### config.mk
export PLATFORM = sky130hd
export DESIGN_NAME = dreg_pipe_flat
export DESIGN_NICKNAME = d
export VERILOG_FILES = /design/src/rtl/dreg_pipe_if.sv /design/src/rtl/dreg_pipe.sv /design/src/flat_wrapper.sv
export SDC_FILE = /design/constraint.sdc
export NUM_CORES = 1
export LEC_CHECK = 0
export BUFFER_PORTS_ARGS = -buffer_cell sky130_fd_sc_hd__buf_2
export CAP_MARGIN = 20
export CORE_ASPECT_RATIO = 1.5
export CORE_MARGIN = 2
export CORE_UTILIZATION = 32
export DETAILED_ROUTE_END_ITERATION = 10
export SYNTH_ARGS = -nofsm -noshare
export SYNTH_HDL_FRONTEND = slang
export SYNTH_SLANG_ARGS = --single-unit
### constraint.sdc
create_clock -name clk -period 4.4 [get_ports clk]
set_input_delay 1.32 -clock clk [delete_from_list [all_inputs] [get_ports clk]]
set_output_delay 1.32 -clock clk [all_outputs]
set_load 0.01 [all_outputs]
### src/rtl/dreg_pipe_if.sv
// Handshake bundle for dreg_pipe: upstream valid/ready/data, downstream valid/ready/data.
// The occupancy signal exists only when DREG_PIPE_OCC_EN is defined.
interface dreg_pipe_if #(
    parameter int unsigned WIDTH = 8,
    parameter int unsigned DEPTH = 3
);
    localparam int unsigned OCC_W = $clog2(DEPTH + 1);

    logic             in_valid;
    logic             in_ready;
    logic [WIDTH-1:0] in_data;
    logic             out_valid;
    logic             out_ready;
    logic [WIDTH-1:0] out_data;
`ifdef DREG_PIPE_OCC_EN
    logic [OCC_W-1:0] occupancy;
`endif

    modport slave (
        input  in_valid, in_data, out_ready,
        output in_ready, out_valid, out_data
`ifdef DREG_PIPE_OCC_EN
        , output occupancy
`endif
    );

    modport master (
        output in_valid, in_data, out_ready,
        input  in_ready, out_valid, out_data
`ifdef DREG_PIPE_OCC_EN
        , input occupancy
`endif
    );
endinterface

### src/rtl/dreg_pipe.sv
// WIDTH-bit, DEPTH-stage elastic register pipeline with bubble collapse and synchronous clear.
// Optional registered occupancy counter when DREG_PIPE_OCC_EN is defined.
module dreg_pipe #(
    parameter int unsigned WIDTH = 8,
    parameter int unsigned DEPTH = 3
) (
    input  logic         clk,
    input  logic         clr,
    dreg_pipe_if.slave   bus
);
    logic [DEPTH-1:0] r_v;
    logic [WIDTH-1:0] r_d     [DEPTH];
    logic [DEPTH-1:0] w_rdy;
    logic [DEPTH-1:0] w_src_v;
    logic [WIDTH-1:0] w_src_d [DEPTH];

    // Stage i is ready if it or any stage downstream is empty, or the consumer takes a beat.
    always_comb begin : ready_chain
        logic w_any;
        w_any = bus.out_ready;
        w_rdy = '0;
        for (int unsigned k = 0; k < DEPTH; k++) begin
            w_any                = w_any | ~r_v[DEPTH-1-k];
            w_rdy[DEPTH-1-k]     = w_any;
        end
    end

    always_comb begin : source_select
        w_src_v[0] = bus.in_valid;
        w_src_d[0] = bus.in_data;
        for (int unsigned k = 1; k < DEPTH; k++) begin
            w_src_v[k] = r_v[k-1];
            w_src_d[k] = r_d[k-1];
        end
    end

    always_ff @(posedge clk) begin
        if (clr) begin
            r_v <= '0;
            for (int unsigned k = 0; k < DEPTH; k++) begin
                r_d[k] <= '0;
            end
        end else begin
            for (int unsigned k = 0; k < DEPTH; k++) begin
                if (w_rdy[k]) begin
                    r_v[k] <= w_src_v[k];
                    if (w_src_v[k]) begin
                        r_d[k] <= w_src_d[k];
                    end
                end
            end
        end
    end

    assign bus.in_ready  = w_rdy[0];
    assign bus.out_valid = r_v[DEPTH-1];
    assign bus.out_data  = r_d[DEPTH-1];

`ifdef DREG_PIPE_OCC_EN
    localparam int unsigned OCC_W = $clog2(DEPTH + 1);

    logic             w_acc;
    logic             w_del;
    logic [OCC_W-1:0] r_occ;

    assign w_acc = bus.in_valid & w_rdy[0];
    assign w_del = r_v[DEPTH-1] & bus.out_ready;

    always_ff @(posedge clk) begin
        if (clr) begin
            r_occ <= '0;
        end else if (w_acc && !w_del) begin
            r_occ <= r_occ + OCC_W'(1);
        end else if (w_del && !w_acc) begin
            r_occ <= r_occ - OCC_W'(1);
        end
    end

    assign bus.occupancy = r_occ;
`endif
endmodule

### src/flat_wrapper.sv
// flat-port wrapper written by rule: the top's interface ports become plain ports
module dreg_pipe_flat 
#(
    parameter int unsigned WIDTH = 8,
    parameter int unsigned DEPTH = 3
)
  (clk, clr, bus_in_valid, bus_in_data, bus_out_ready, bus_in_ready, bus_out_valid, bus_out_data);
  dreg_pipe_if #(.WIDTH(WIDTH), .DEPTH(DEPTH)) bus_i ();
  input  logic clk;
  input  logic clr;
  input wire logic [$bits(bus_i.in_valid)-1:0] bus_in_valid;
  input wire logic [$bits(bus_i.in_data)-1:0] bus_in_data;
  input wire logic [$bits(bus_i.out_ready)-1:0] bus_out_ready;
  output wire logic [$bits(bus_i.in_ready)-1:0] bus_in_ready;
  output wire logic [$bits(bus_i.out_valid)-1:0] bus_out_valid;
  output wire logic [$bits(bus_i.out_data)-1:0] bus_out_data;
  assign bus_i.in_valid = bus_in_valid;
  assign bus_i.in_data = bus_in_data;
  assign bus_i.out_ready = bus_out_ready;
  assign bus_in_ready = bus_i.in_ready;
  assign bus_out_valid = bus_i.out_valid;
  assign bus_out_data = bus_i.out_data;
  dreg_pipe #(.WIDTH(WIDTH), .DEPTH(DEPTH)) u_core (.clk(clk), .clr(clr), .bus(bus_i));
endmodule
* Word level (Yosys, flattened, before mapping)
Memory sizes are Yosys's and may differ from the RTL's. Cells that the tools add are included.
Storage, ports and cells: register bits 3, latch bits 0, RAM bits 24, bits in read-only memories 0, input bits 12, memories kept 1
Memory list:
- u_core.r_d | depth 3, width 8, rd ports 3, clocked after Yosys merged registers in 0, wr ports 3, RTL line dreg_pipe.sv:12 | logic [WIDTH-1:0] r_d [DEPTH];
Operators by class: $add $sub $neg 0, multipliers 0, divide/modulo/power cells 0, order comparisons 0, eq/ne operators 0, shift operators 0, muxes and demuxes 17, bitwise logic cells 9, reduce and logical (&&, ||, !) cells 0
Operator list (count):
- $mux W8 | 3
- $mux W1 | 14
- $or A1 B1 Y1 | 6
- $not A1 Y1 | 3

* Longest topological paths before layout
depth after elaboration 8, depth in mapped cells 4

* Worst setup path before layout
OpenSTA, ideal clock, no wires.
path type input to output, start input port bus_out_ready, end output port bus_in_ready, data arrival time 1688 ps, path slack 1392 ps, cell stages on the path 2, path buffers 0, cell sequence nor2b_1 -> nand3_1
Between the ends: longest elaborated chain between the ends 3
Ends and longest elaborated chain:
- from (decl) | RTL line flat_wrapper.sv:13 | input wire logic [$bits(bus_i.out_ready)-1:0] bus_out_ready;
- $or A1 B1 Y1 (3 in a row) | RTL line dreg_pipe.sv:23 | w_any = w_any | ~r_v[DEPTH-1-k];
- to (decl) | RTL line flat_wrapper.sv:14 | output wire logic [$bits(bus_i.in_ready)-1:0] bus_in_ready;
Every way passes these cells.

* Final worst setup path
Ends and elaborated chain as after synthesis.

==> qor.yml <==
finClkSkew_ps: 2.09
cts_resized: 0
crit_path_start_kind: "input port"
cts.clk_slew.worst_paths_ps: 80
core_area_sq_um: 3650
htree_num_levels: 1
wl_microns: 1570
layout-drive-gt1-share_pct: 38.0
maxSlewViolCount: 0
r2r_start: "u_core.r_v[0]$_SDFFE_PP0P_"
maxCapViolations: 0
clockBufferDepth: 2
power_uw: 481
clkPwrFrac_pct: 27.5
grt_start_max_net_pins: 31
antenna_cells: 0
power_frac_seq_pct: 63.1
via_per_inst: 4.55
ant_nets: 0
switching_share_pct: 20.4
area_delta_synth_final_pct: 9.14
arrival_ps: 2000
syn-cell-area_sq_um: 1200
synth_seq_cells: 27
fillers: 362
yosysWarnings: 0
finalHoldViolCount: 0
grt_antenna_before_repair: 0
ys_seq_area_share_pct: 64.8
worstSetupEndpointType: "output port"
die_area_sq_um: 4280
min_path_cells: 2
status: "finished clean"
fmax_mhz: 302
grt_pass1_vias: 638
overflow: 0
worstSetupPathType: "input port to output port"
drtIter0Drc: 25
mappedNetlistNets: 92
tightest_slew_ps: 764
reg2reg_to: "u_core.r_d[0][21]$_SDFFCE_PN0P_"
postCtsSetupBuffers: 0
gp_congestion: 0.709
cts_tree: "built"
leakage_uw: 0.000483
die_w_microns: 54.1
crit_fanout: 4
drt-wirelength-per-cell_microns: 11.6
rows: 27
rr_worst_depth: 3
dr.pass1.iters: 4
fin_hold_ws_ps: 556
final_area_sq_um: 1320
cts.sinks: 27
final.period_utilization_pct: 75.3
post_dp_cell_area_sq_um: 1270
cts_hold_buf: 0
routed-via-count: 614
ios: 22
final_cell_mix: "edfxtp_1 (24), buf_2 (21), nor3b_1 (14)"
setup_viol: 0
power_switching_uw: 98.2
worstSkewPairLatency_ps: 260
drcViolationCount: 0
final_cells: 135
power.density_nw_per_um2: 365
hold_class: "flop to flop"
rrSetupSlack_ps: 2760
rsz0062_at_grt: "false"
final_common_cell: "edfxtp_1"
placedCellCount: 131
yosysUniqueCellTypes: 17
root_buffer: "clkbuf_8"
p_int_uw: 382
finalNetCount: 105
hp-start: "u_core.r_v[0]$_SDFFE_PP0P_"
avgSynthCellArea_sq_um: 15.1
fin_setup_tns_ps: 0
irDropWorstVdd_mv: 0.231
worstHoldEndpoint: "u_core.r_v[1]$_SDFFE_PP0P_"
combPwrFrac_pct: 9.4
slew_headroom_pct: 49.0
worstPathRequired_ps: 3080
cts_made_buffers: 3
track_usage_pct: 8.31
initial_core_util_pct: 33.0
io_buffers: 21
synth_cells: 80
grt_pass1_wl_microns: 2680
die_h_microns: 79.2
hpwlAfterDp_microns: 1030
fin_crit_ps: 3320
==> layout make-up <==
| class | count | area [sq um] | share of cell area [%] |
|---|---|---|---|
| repair buffers | 21 | 105 | 7.99 |
| clock buffers | 4 | 45.0 | 3.43 |
| inverters | 1 | 3.75 | 0.285 |
| flip-flops and latches | 27 | 781 | 59.4 |
| multi-input cells | 39 | 327 | 24.8 |
| well taps | 43 | 53.8 | 4.09 |
==> cells in the mapped netlist <==
cell	number	area, sq um
inv_1	1	3.75
nand2b_1	1	6.26
nor2_1	3	11.3
a22oi_4	1	21.3
buf_4	8	60.1
nand2_1	2	7.51
a21o_1	3	22.5
edfxtp_1	24	721
nor3b_1	14	105
buf_6	2	22.5
clkbuf_1	3	11.3
nand3_1	1	5.00
a21oi_1	2	10.0
nor2b_1	1	6.26
or2_1	1	6.26
nor3b_2	10	125
dfxtp_1	3	60.1
==> how the worst max path moves through the flow <==
stage / start / end / depth (start not counted)
floorplan: bus_out_ready / bus_in_ready / 2
global placement: bus_out_ready / bus_in_ready / 4
detailed placement: bus_out_ready / bus_in_ready / 4
CTS: bus_out_ready / bus_in_ready / 4
global route: bus_out_ready / bus_in_ready / 4
finish: bus_out_ready / bus_in_ready / 4
==> worst max-delay path, cell delays in order <==
cell,delay [ps]
buf_2,100
nor2b_1,230
nand3_1,170
buf_2,180
==> logic make-up after synthesis <==
| group | Yosys count | synth area share (%) |
|---|---|---|
| AO/OA/AOI/OAI | 6 | 4.47 |
| buffers and inverters | 14 | 8.10 |
| AND/OR/NAND/NOR | 33 | 22.6 |
| flip-flops | 27 | 64.8 |
==> state kept, by name, indices dropped and copies added (netlist names) <==
register / flops
u_core.r_v: 3
u_core.r_d: 24
==> metal layers <==
metal	track usage (%)	vias to the layer above	wire length, microns
met4	3.75	0	14
met5	0	-	0
met1	10.3	286	699
met2	13.5	19	768
li1	-	307	-
met3	1.69	2	90
==> power groups by stage <==
stage	clock, uW	combinational (uW)	sequential [uW]
after global routing	148	50.0	305
after global placement	0	44.2	309
after floorplan	0	40.5	308
after detailed placement	0	45.2	309
after CTS	138	45.4	303
final	132	45.0	303
==> through the flow <==
step | util (%) | setup slack, ps
floorplan | - | 1390
global placement | 34.8 | 1170
detailed placement | 34.8 | 1070
CTS | 36.0 | 1070
global route | 36.0 | 983
finish | 36.0 | 1080
Power figures use the tool's default switching activity.
